`src/rtl/div_arb_pkg.sv`:
```
// div_arb_pkg: shared state encoding and default sizing for the divider arbiter.
package div_arb_pkg;
    localparam int DEF_W = 4;
    localparam int DEF_N = 4;
    typedef enum logic [1:0] {IDLE, ISSUE, WAIT, RESP} state_t;
endpackage

```
`src/rtl/div_arbiter_rr.sv`:
```
// rr_arbiter: combinational round-robin pick, search starts at ptr and wraps.
module rr_arbiter
    import div_arb_pkg::*;
#(
    parameter int N  = DEF_N,
    parameter int PW = (N > 1) ? $clog2(N) : 1
) (
    input  logic [N-1:0]  req,
    input  logic [PW-1:0] ptr,
    output logic [N-1:0]  gnt
);
    logic [PW-1:0] k;
    always_comb begin
        gnt = '0;
        k   = '0;
        for (int i = 0; i < N; i++) begin
            k = PW'((int'(ptr) + i) % N);
            if (gnt == '0 && req[k]) gnt[k] = 1'b1;
        end
    end
endmodule

```
`src/rtl/div_arbiter.sv`:
```
// div_arbiter: shares one divider among N requesters, one request in flight at a time.
module div_arbiter
    import div_arb_pkg::*;
#(
    parameter int W = DEF_W,
    parameter int N = DEF_N
) (
    input  logic           clk,
    input  logic           rst,
    input  logic [N-1:0]   req_valid,
    input  logic [N*W-1:0] req_dvnd,
    input  logic [N*W-1:0] req_dvsr,
    output logic [N-1:0]   req_ack,
    output logic [N-1:0]   rsp_valid,
    output logic [W-1:0]   rsp_quo,
    output logic [W-1:0]   rsp_rmd,
    output logic           rsp_dz,
    output logic           busy,
    output logic           div_start,
    output logic [W-1:0]   div_dvnd,
    output logic [W-1:0]   div_dvsr,
    input  logic           div_ready,
    input  logic           div_done,
    input  logic [W-1:0]   div_quo,
    input  logic [W-1:0]   div_rmd
);
    localparam int PW = (N > 1) ? $clog2(N) : 1;
    state_t        state_q, state_d;
    logic [PW-1:0] ptr_q, ptr_d, idx_q, idx_d, gnt_idx;
    logic [N-1:0]  gnt;
    logic [W-1:0]  dvnd_q, dvnd_d, dvsr_q, dvsr_d, quo_q, quo_d, rmd_q, rmd_d;
    logic [W-1:0]  sel_dvnd, sel_dvsr;
    logic          dz_q, dz_d;
    rr_arbiter #(.N(N), .PW(PW)) u_rr (
        .req (req_valid),
        .ptr (ptr_q),
        .gnt (gnt)
    );
    always_comb begin
        gnt_idx  = '0;
        sel_dvnd = '0;
        sel_dvsr = '0;
        for (int i = 0; i < N; i++) begin
            if (gnt[i]) begin
                gnt_idx  = PW'(i);
                sel_dvnd = req_dvnd[i*W +: W];
                sel_dvsr = req_dvsr[i*W +: W];
            end
        end
    end
    always_comb begin
        state_d   = state_q;
        ptr_d     = ptr_q;
        idx_d     = idx_q;
        dvnd_d    = dvnd_q;
        dvsr_d    = dvsr_q;
        quo_d     = quo_q;
        rmd_d     = rmd_q;
        dz_d      = dz_q;
        req_ack   = '0;
        div_start = 1'b0;
        case (state_q)
            IDLE: begin
                if (!rst && |req_valid) begin
                    req_ack = gnt;
                    idx_d   = gnt_idx;
                    ptr_d   = (gnt_idx == PW'(N - 1)) ? '0 : gnt_idx + PW'(1);
                    dvnd_d  = sel_dvnd;
                    dvsr_d  = sel_dvsr;
                    state_d = (sel_dvsr == '0) ? RESP : ISSUE;
                    // Divide-by-zero is answered locally; the divider is never started.
                    if (sel_dvsr == '0) begin
                        quo_d = '1;
                        rmd_d = sel_dvnd;
                        dz_d  = 1'b1;
                    end
                end
            end
            ISSUE: begin
                div_start = div_ready && !rst;
                state_d   = div_ready ? WAIT : ISSUE;
            end
            WAIT: begin
                if (div_done) begin
                    quo_d   = div_quo;
                    rmd_d   = div_rmd;
                    dz_d    = 1'b0;
                    state_d = RESP;
                end
            end
            default: state_d = IDLE;
        endcase
    end
    always_ff @(posedge clk) begin
        if (rst) begin
            state_q <= IDLE;
            ptr_q   <= '0;
            idx_q   <= '0;
            dvnd_q  <= '0;
            dvsr_q  <= '0;
            quo_q   <= '0;
            rmd_q   <= '0;
            dz_q    <= 1'b0;
        end else begin
            state_q <= state_d;
            ptr_q   <= ptr_d;
            idx_q   <= idx_d;
            dvnd_q  <= dvnd_d;
            dvsr_q  <= dvsr_d;
            quo_q   <= quo_d;
            rmd_q   <= rmd_d;
            dz_q    <= dz_d;
        end
    end
    assign busy      = state_q != IDLE;
    assign rsp_valid = (state_q == RESP) ? N'(1) << idx_q : '0;
    assign rsp_quo   = quo_q;
    assign rsp_rmd   = rmd_q;
    assign rsp_dz    = dz_q;
    assign div_dvnd  = (state_q == ISSUE || state_q == WAIT) ? dvnd_q : '0;
    assign div_dvsr  = (state_q == ISSUE || state_q == WAIT) ? dvsr_q : '0;
endmodule
```
`config.mk`:
```
export PLATFORM = sky130hd
export DESIGN_NAME = div_arbiter
export DESIGN_NICKNAME = d
export VERILOG_FILES = /design/src/rtl/div_arb_pkg.sv /design/src/rtl/div_arbiter_rr.sv /design/src/rtl/div_arbiter.sv
export SDC_FILE = /design/constraint.sdc
export NUM_CORES = 1
export LEC_CHECK = 0
export CAP_MARGIN = 20
export CORE_ASPECT_RATIO = 1.25
export CORE_MARGIN = 8
export CORE_UTILIZATION = 48
export DETAILED_ROUTE_END_ITERATION = 16
export PLACE_DENSITY_LB_ADDON = 0.15
export SLEW_MARGIN = 20
export SYNTH_ARGS = -nofsm -noshare
export SYNTH_HDL_FRONTEND = slang
export SYNTH_SLANG_ARGS = --single-unit
```
`constraint.sdc`:
```
create_clock -name clk -period 7.9 [get_ports clk]
set_input_delay 1.58 -clock clk [delete_from_list [all_inputs] [get_ports clk]]
set_output_delay 1.58 -clock clk [all_outputs]
set_load 0.05 [all_outputs]
```
==> results.ini <==
[outcome]
status = complete, no violations

[setup_path]
crit_slowest_cell = clkdlybuf4s50_1
path_buf_inv = 2
r2r_cells = 12
cpMostUsedCell = clkdlybuf4s50_1
worstSetupStartpointType = input port
crit_type = input port to output port
r2r_slack_ns = 3.50
worstPathMaxFanout = 9
worstPathArrival_ns = 4.62
crit_chain = clkdlybuf4s50_1 > mux4_2 > a21boi_2 > o2bb2ai_1 > o21a_1 > a41oi_1 > nor2_1 > clkdlybuf4s50_1
required_ns = 6.32
critPathMaxStageDelay_ns = 0.84
crit-reg2reg-capture = rsp_rmd[2]
end_kind = output port
path_delay_family = buffers and inverters
r2r_start = ptr_q[0]

[final_layout]
drive_gt1_share_pct = 9.46
nets = 378
num_antenna_cells = 0
area_growth_pct = 40.7
final_util_pct = 69.6
fin_cells = 373

[yosys]
synth_top_family_by_area = compound AO/OA/AOI/OAI gates
synth_ff_type = dfxtp_1
ys_warn_count = 0
synth-simple-area-share_pct = 25.0
synth_area_leaders = dfxtp_1 23%, ha_1 7.5%, o21ai_0 5.8%, nand2_1 4.9%, nor2_1 4.0%
synth_largest_area_cell = dfxtp_1
yosysMostFrequentCell = nand2_1
netlist_instances = 248
synthTopCellsByCount = 26 x nand2_1, 23 x dfxtp_1, 23 x o21ai_0
ys_seq_area_share_pct = 23.1
synth.top_cell.area_share_pct = 23.1
ys_seq_elements = 23
synth_nets = 308
synth_compound_area_share_pct = 34.1
synth-edff-count = 0
yosysUniqueCellTypes = 60
synthAdderAreaFrac_pct = 7.53
synthXorXnorAreaFrac_pct = 0
avgSynthCellArea_sq_um = 8.04
async_flop_share_pct = 0
netlist_area_sq_um = 1990
synth.area.mux_share_pct = 4.45

[clock_tree]
htreeDepth = 1
path_clk_slew_ns = 0.08
clk_latency_ns = 0.26
post-cts-setup-buffer-count = 0
cts_buffer_depth = 2
cts_tree = yes
numCtsBuffers = 3
post_cts_resized = 0
cts.sinks = 23
cts-root-buf = clkbuf_8
cts-hold-fix-buffers = 0

[drt]
viasPerCell = 5.98
drt_iter0_drc = 249
routed_wl_mm = 6.35
routedWlPerCell_um = 17.0
dr_total_vias = 2231
route.detailed.drc = 0
postRouteAntennaNets = 0
firstDrtPassIters = 5

[global_route]
grt_pass1_wl_mm = 9.69
overflow = 0
grt_use_total_pct = 18.7
first_global_vias = 2000
antenna_found_initial = 0
grt_max_degree = 23

[die]
chipWidth_um = 73.7
ios = 75
start_util_pct = 49.4
row_count = 26
die-area_sq_um = 6490
fp.dieH_um = 88.1
coreArea_sq_um = 4030

[timing]
finalHoldViolCount = 0
setup_viol = 0
rsz0062_at_grt = no
setup_tns_ns = 0
max-slew-margin-rel_pct = 52.9
skew_ns = 0.00135
min_period_ns = 6.20
finalCritPeriodShare_pct = 78.5
worstMarginPinSlew_ns = 0.706
max_freq_mhz = 161
drv_slew = 0
postLayoutSetupSlackWorst_ns = 1.70

[power_and_ir_drop]
finalPower_w = 0.00102
p_leak_nw = 1.02
power_density_nw_per_um2 = 364
peakVddDrop_v = 0.000193

[worst_hold_path]
hp-start = dvnd_q[1]
whs_path_depth = 2
hold_class = register to register
hold_end = dvnd_q[1]

[placement]
placed_cells_incl_taps = 369
place_ws_ns = 1.71
io_buffers = 74
dpl.hpwl_mm = 4.99
gp_congestion = 0.908

[flow_run]
drv_cap = 0

-- final cells by class --
cell class / instances / area (sq um)
Tap cell: 56 / 70.1
Sequential cell: 23 / 460
Multi-Input combinational cell: 201 / 1430
Timing Repair Buffer: 76 / 756
Fill cell: 366 / 1230
Clock buffer: 3 / 41.3
Clock inverter: 1 / 5.00
Inverter: 13 / 48.8
-- placed cells by master, fill, tap and decap left out, types with 4 or more instances in the layout --
| cell type | instances |
|---|---|
| or3_1 | 5 |
| a21oi_1 | 7 |
| nand3_1 | 12 |
| o21ai_0 | 23 |
| nor4_1 | 6 |
| nand2_1 | 26 |
| and2_1 | 9 |
| clkdlybuf4s50_1 | 74 |
| nor3_1 | 5 |
| nand4_1 | 4 |
| a2111oi_2 | 4 |
| dfxtp_1 | 23 |
| nor2_1 | 21 |
| inv_1 | 13 |
| ha_1 | 12 |
-- worst min-delay path: stages (launching register included) --
cell,delay [ns]
dfxtp_1,0.33
nand3_1,0.06
o21ai_0,0.06
-- cell families after synthesis --
logic type               after synthesis
AND/OR/NAND/NOR                       98
AO/OA/AOI/OAI                         86
buffers and inverters                 24
flip-flops                            23
adder cells (fa/ha/maj)               12
multiplexers                           5
-- worst max path at each step --
| stage | startpoint | to | slack [ns] | cells past startpoint |
|---|---|---|---|---|
| after global placement | req_valid[2] | req_ack[3] | 1.78 | 9 |
| after detailed placement | req_valid[2] | req_ack[3] | 1.71 | 9 |
| final | req_valid[3] | req_ack[2] | 1.70 | 8 |
| after CTS | req_valid[2] | req_ack[3] | 1.73 | 9 |
| after global routing | req_valid[2] | req_ack[3] | 1.56 | 9 |
| after floorplan | req_valid[2] | req_ack[3] | 2.44 | 8 |
-- power by group --
group | internal, W | switching (W) | total, W | leakage, nW
logic | 0.000297 | 0.000472 | 0.000769 | 0.806
registers | 0.000149 | 0.0000308 | 0.000179 | 0.189
clock network | 0.0000352 | 0.0000380 | 0.0000732 | 0.0255
-- flip-flops by register name, summed over array words and instances, names as in the netlist --
register	cells
dvnd_q	4
dvsr_q	4
rsp_quo	4
rsp_rmd	4
idx_q	2
ptr_q	2
state_q	2
rsp_dz	1
-- routing by layer --
layer  up-vias  part of all wire [%]  global-route usage (%)
li1       1087                     -                       -
met1      1037                    38                    20.5
met2        96                    53                    34.9
met3        11                   6.5                    2.41
met4         0                   1.7                    7.29
met5         -                     0                       0
-- through the flow --
step	area, sq um	hold WS (ns)
floorplan	1990	0.435
global placement	2760	0.445
detailed placement	2760	0.455
CTS	2810	0.474
global route	2810	0.509
finish	2810	0.472
Power figures use the tool's default switching activity.
==> RTL edit 1 (config.mk and constraints unchanged) <==
`dvsr_q` no longer has a reset.
--- a/src/rtl/div_arbiter.sv
+++ b/src/rtl/div_arbiter.sv
@@ -97,7 +97,6 @@
             ptr_q   <= '0;
             idx_q   <= '0;
             dvnd_q  <= '0;
-            dvsr_q  <= '0;
             quo_q   <= '0;
             rmd_q   <= '0;
             dz_q    <= 1'b0;
@@ -106,11 +105,14 @@
             ptr_q   <= ptr_d;
             idx_q   <= idx_d;
             dvnd_q  <= dvnd_d;
-            dvsr_q  <= dvsr_d;
             quo_q   <= quo_d;
             rmd_q   <= rmd_d;
             dz_q    <= dz_d;
         end
+    end
+
+    always_ff @(posedge clk) begin
+        dvsr_q <= dvsr_d;
     end
     assign busy      = state_q != IDLE;
     assign rsp_valid = (state_q == RESP) ? N'(1) << idx_q : '0;
Formal check against the unedited RTL: same outputs for any inputs over 4 cycles, from zero or initial values and one cycle with rst high; that may be too few to reach the edited logic, so the function may still have changed.
==> RTL edit 1 against the unedited design <==
  * Sequential cell count is the same
  * Fmax shrank 7.4%
  * Synthesized cell count grew 2.8%
  * Cell area grew 2.1%
  * Register-to-register slack lost 0.55 ns
  * Total power grew 24%
  * Cell count grew 1.6%
  * Area after synthesis grew 4.2%
  * Combinational power grew 27%
  * Global-route usage grew 0.99 points
  * Sequential share of layout area grew 1.1 points
  * Worst setup slack lost 0.50 ns
  * Wire length grew 2.0%
  * Largest cell class unchanged
  * Largest power group unchanged
  * Highest routed layer unchanged
==> RTL edit 1: results (changes against the unedited design) <==
grt_pass1_vias: 2140  # was 2000
period_needed_ns: 6.699  # was 6.203 ns
synth_commonest_cells: "26 x nand2_1, 26 x nor2_1, 21 x inv_1"  # was 26 x nand2_1, 23 x dfxtp_1, 23 x o21ai_0
preCtsSetupSlack_ns: 1.230  # was 1.712 ns
clockBufferDepth: 2  # unchanged
ys_async_sr_fraction: 0  # unchanged
relSlewSlack: 0.4257  # was 0.5291
whs_ns: 0.4792  # was 0.4724 ns
drt-initial-drc-count: 157  # was 249
reg2reg_slack_ns: 2.95  # was 3.50 ns
wire_per_inst_um: 17.10  # was 17.03 um
grt_max_degree: 18  # was 23
critPathLaunch: "req_valid[0]"  # was req_valid[3]
post_dp_cell_area_um2: 2818  # was 2760 um^2
p_int_uw: 583.5  # was 480.9 uW
r2r_cells: 12  # unchanged
peakVddDrop_uv: 209.7  # was 192.8 uV
seqPwrFrac: 0.167  # was 0.176
track_usage: 0.1970  # was 0.1871
vias: 2185  # was 2231
worstHoldStart: "dvnd_q[3]"  # was dvnd_q[1]
grt_first_pass_wirelength_mm: 10.34  # was 9.694 mm
synth_compound_gate_area_share: 0.3095  # was 0.3413
avgSynthCellArea_um2: 8.150  # was 8.042 um^2
yosys_warnings: 0  # unchanged
status: "complete, no violations"  # unchanged
skew_ns: 0.003157  # was 0.001354 ns
drtPass1Iterations: 4  # was 5
synth_fa_ha_area_frac: 0.07225  # was 0.07528
synth_cell_type_count: 63  # was 60
synth_edf_count: 4  # was 0
holdPathEnd: "dvnd_q[3]"  # was dvnd_q[1]
r2r_end: "rsp_rmd[0]"  # was rsp_rmd[2]
fill_cells: 375  # was 366
crit_family: "compound AO/OA/AOI/OAI gates"  # was buffers and inverters
endpoint: "req_ack[3]"  # was req_ack[2]
routabilityCongestion: 0.9182  # was 0.9077
hpwl_mm: 5.168  # was 4.990 mm
p_clk_uw: 73.6  # was 73.2 uW
p_leak_uw: 0.001137  # was 0.001021 uW
synth_nets: 315  # was 308
placed_cells: 375  # was 369
ys_seq_area_frac: 0.2408  # was 0.2309
routed_wl_mm: 6.481  # was 6.352 mm
drive_gt1_frac: 0.08978  # was 0.09464
diodes: 0  # unchanged
r2r-start: "ptr_q[0]"  # unchanged
arrival_ns: 5.12  # was 4.62 ns
htree_levels: 1  # unchanged
synth_area_leaders: "dfxtp_1 18%, ha_1 7.2%, edfxtp_1 5.8%"  # was dfxtp_1 23%, ha_1 7.5%, o21ai_0 5.8%
synth_mux_area_frac: 0.07044  # was 0.04454
path_max_fanout: 17  # was 9
antenna_found_initial: 0  # unchanged
p_switching_uw: 680.4  # was 540.7 uW
==> RTL edit 1: cell count changes in the layout (fill, tap and decap cells not counted), moves of 5 or more <==
cell     unedited run  this run
o21ai_0            23        18
inv_1              13        21
or3_1               5         0
mux2i_1             1         6
nor2_1             21        26
==> RTL edit 1: metal layers <==
layer | GRT usage | vias to the layer above | routed length, um
met2 | 0.3512 | 54 | 3533
li1 | - | 1093 | -
met3 | 0.03143 | 10 | 241
met4 | 0.07857 | 0 | 165
met5 | 0 | - | 0
met1 | 0.2240 | 1028 | 2541
==> RTL edit 1: area by class of cell <==
class / instances / area (um^2) / share of cell area
clock buffers: 3 / 41.29 / 0.01442
clock inverters: 1 / 5.005 / 0.001747
inverters: 21 / 78.83 / 0.02752
multi-input cells: 201 / 1428 / 0.4985
flip-flops and latches: 23 / 500.5 / 0.1747
well taps: 56 / 70.07 / 0.02446
repair buffers: 74 / 740.7 / 0.2586
==> RTL edit 2 (same settings) <==
Made on the original files. `DEF_N`: 4 -> 8.
--- a/src/rtl/div_arb_pkg.sv
+++ b/src/rtl/div_arb_pkg.sv
@@ -1,7 +1,7 @@
 // div_arb_pkg: shared state encoding and default sizing for the divider arbiter.
 package div_arb_pkg;
     localparam int DEF_W = 4;
-    localparam int DEF_N = 4;
+    localparam int DEF_N = 8;
     typedef enum logic [1:0] {IDLE, ISSUE, WAIT, RESP} state_t;
 endpackage
 
Interface: changed (5 resized); port bits go from 75 to 119. No check against the original RTL was run, so the function may have changed too.
==> RTL edit 2 against the unedited design <==
  * Fmax decreased by 20%
  * Worst setup slack got worse by 1.5 ns
  * Sequential cell count increased by 2
  * Cell area increased by 100%
  * Core utilization decreased by 0.62 points
  * Largest power group unchanged
  * Critical path depth increased by 7
  * Highest routed layer unchanged
  * Area after synthesis increased by 100%
  * Critical path type unchanged
  * Clock skew increased by 0.0015 ns
  * Total power increased to 3.2 times the old value
  * Wire length increased to 2.8 times the old value
  * Combinational power increased to 3.8 times the old value
  * Sequential power increased by 13%
  * Largest cell class unchanged
==> RTL edit 2: results (changes against the unedited design) <==
diodes: 0  # unchanged
hp-class: "flip-flop to flip-flop"  # unchanged
antenna_found_initial: 0  # unchanged
clk_pin_slew_ns: 0.10  # was 0.08 ns
arrival_ns: 6.15  # was 4.62 ns
hpwl_mm: 13.74  # was 4.990 mm
synth_nets: 639  # was 308
critPathLaunchType: "input pin"  # unchanged
status: "complete, no violations"  # unchanged
worstHoldStart: "rsp_rmd[2]"  # was dvnd_q[1]
routabilityCongestion: 1.016  # was 0.9077
wl_met3_mm: 1.360  # was 413 um
topRoutingLayerUsed: "met4"  # unchanged
cts_setup_buffers: 0  # unchanged
final_cells: 775  # was 373
wirelength_met1_mm: 6.226  # was 2.435 mm
grt_util_met1: 0.3048  # was 0.2049
grt_first_pass_wirelength_mm: 27.46  # was 9.694 mm
drtPass1Iterations: 6  # was 5
ys.flop_type: "dfxtp_1"  # unchanged
placed_cells: 770  # was 369
path_max_fanout: 9  # unchanged
powerDensity_nw_per_um2: 575.8  # was 364.0 nW/um^2
track_usage: 0.2853  # was 0.1871
nets: 775  # was 378
htree_levels: 1  # unchanged
worst_slew_pin_slew_ns: 1.031  # was 0.7064 ns
cts_resized: 0  # unchanged
peakVddDrop_uv: 431.1  # was 192.8 uV
p_leak_uw: 0.002155  # was 0.001021 uW
synth_commonest_cells: "55 x nor2_1, 44 x nand2_1, 30 x o21ai_0"  # was 26 x nand2_1, 23 x dfxtp_1, 23 x o21ai_0
ys_async_sr_fraction: 0  # unchanged
drt-initial-drc-count: 426  # was 249
cts_inserted_buffers: 3  # unchanged
clockBufferDepth: 2  # unchanged
ctsRootBufferMaster: "clkbuf_8"  # unchanged
grt_pass1_vias: 5355  # was 2000
numPortBuffers: 118  # was 74
p_int_uw: 1374  # was 480.9 uW
avgSynthCellArea_um2: 7.339  # was 8.042 um^2
grt_use_met3: 0.04756  # was 0.02405
drive_gt1_frac: 0.1681  # was 0.09464
grt_max_degree: 36  # was 23
grtUsageMet2: 0.5051  # was 0.3489
p_comb_uw: 2950  # was 769 uW
critPathLaunch: "req_valid[6]"  # was req_valid[3]
avgViaCountPerCell: 6.841  # was 5.981
skew_ns: 0.002898  # was 0.001354 ns
synth_area_leaders: "dfxtp_1 13%, nor2_1 5.2%, mux4_2 4.5%"  # was dfxtp_1 23%, ha_1 7.5%, o21ai_0 5.8%
seqPwrFrac: 0.062  # was 0.176
ys_seq_area_frac: 0.1256  # was 0.2309
routed_wl_mm: 17.49  # was 6.352 mm
wl_met2_mm: 8.715  # was 3.393 mm
insertion_delay_ns: 0.27
r2r-start: "ptr_q[0]"  # unchanged
synth_cell_type_count: 87  # was 60
-- RTL edit 2: logic make-up after synthesis --
logic type      count (synthesis)  synth area share
simple gates                  219            0.2807
buf+inv                        67           0.07818
mux                            26           0.09231
compound gates                190            0.3768
fa+ha+maj                      12           0.03768
xor+xnor                        4          0.008793
flops                          25            0.1256
-- RTL edit 2: layout make-up --
cell class | count | area [um^2]
flip-flops and latches | 25 | 500.5
clock buffers | 3 | 41.29
inverters | 30 | 112.6
fillers | 673 | 2530
clock inverters | 1 | 7.507
repair buffers | 168 | 1592
well taps | 97 | 121.4
multi-input cells | 451 | 3243
-- RTL edit 2: through the flow --
| step | area, um^2 | worst slack [ns] | hold slack (ns) | utilization |
|---|---|---|---|---|
| floorplan | 3985 | 0.3271 | 0.4353 | - |
| global placement | 5487 | 0.2479 | 0.4441 | 0.6734 |
| detailed placement | 5487 | 0.1214 | 0.4503 | 0.6734 |
| CTS | 5535 | 0.1051 | 0.4720 | 0.6794 |
| global route | 5618 | -0.08676 | 0.5130 | 0.6895 |
| finish | 5618 | 0.1740 | 0.4702 | 0.6895 |
-- RTL edit 2: worst paths after layout --
| check | to | slack, ns | depth (start not counted) |
|---|---|---|---|
| worst max-delay path | req_ack[4] | 0.17 | 15 |
| worst min register to register | rsp_rmd[2] | 0.47 | 2 |
| worst max register to register | rsp_rmd[1] | 1.01 | 23 |
| worst min-delay path | rsp_rmd[2] | 0.47 | 2 |
-- RTL edit 2: worst max-delay path: stages --
cell             delay (ns)
clkdlybuf4s50_1        0.61
mux2i_2                0.14
mux4_2                 0.58
a311oi_4               0.30
o311ai_4               0.20
buf_4                  0.19
o41ai_2                0.40
nor4_2                 0.11
and2_1                 0.25
a31o_1                 0.26
a211o_2                0.37
a2111o_1               0.48
a31o_1                 0.27
nor2b_1                0.17
buf_12                 0.23
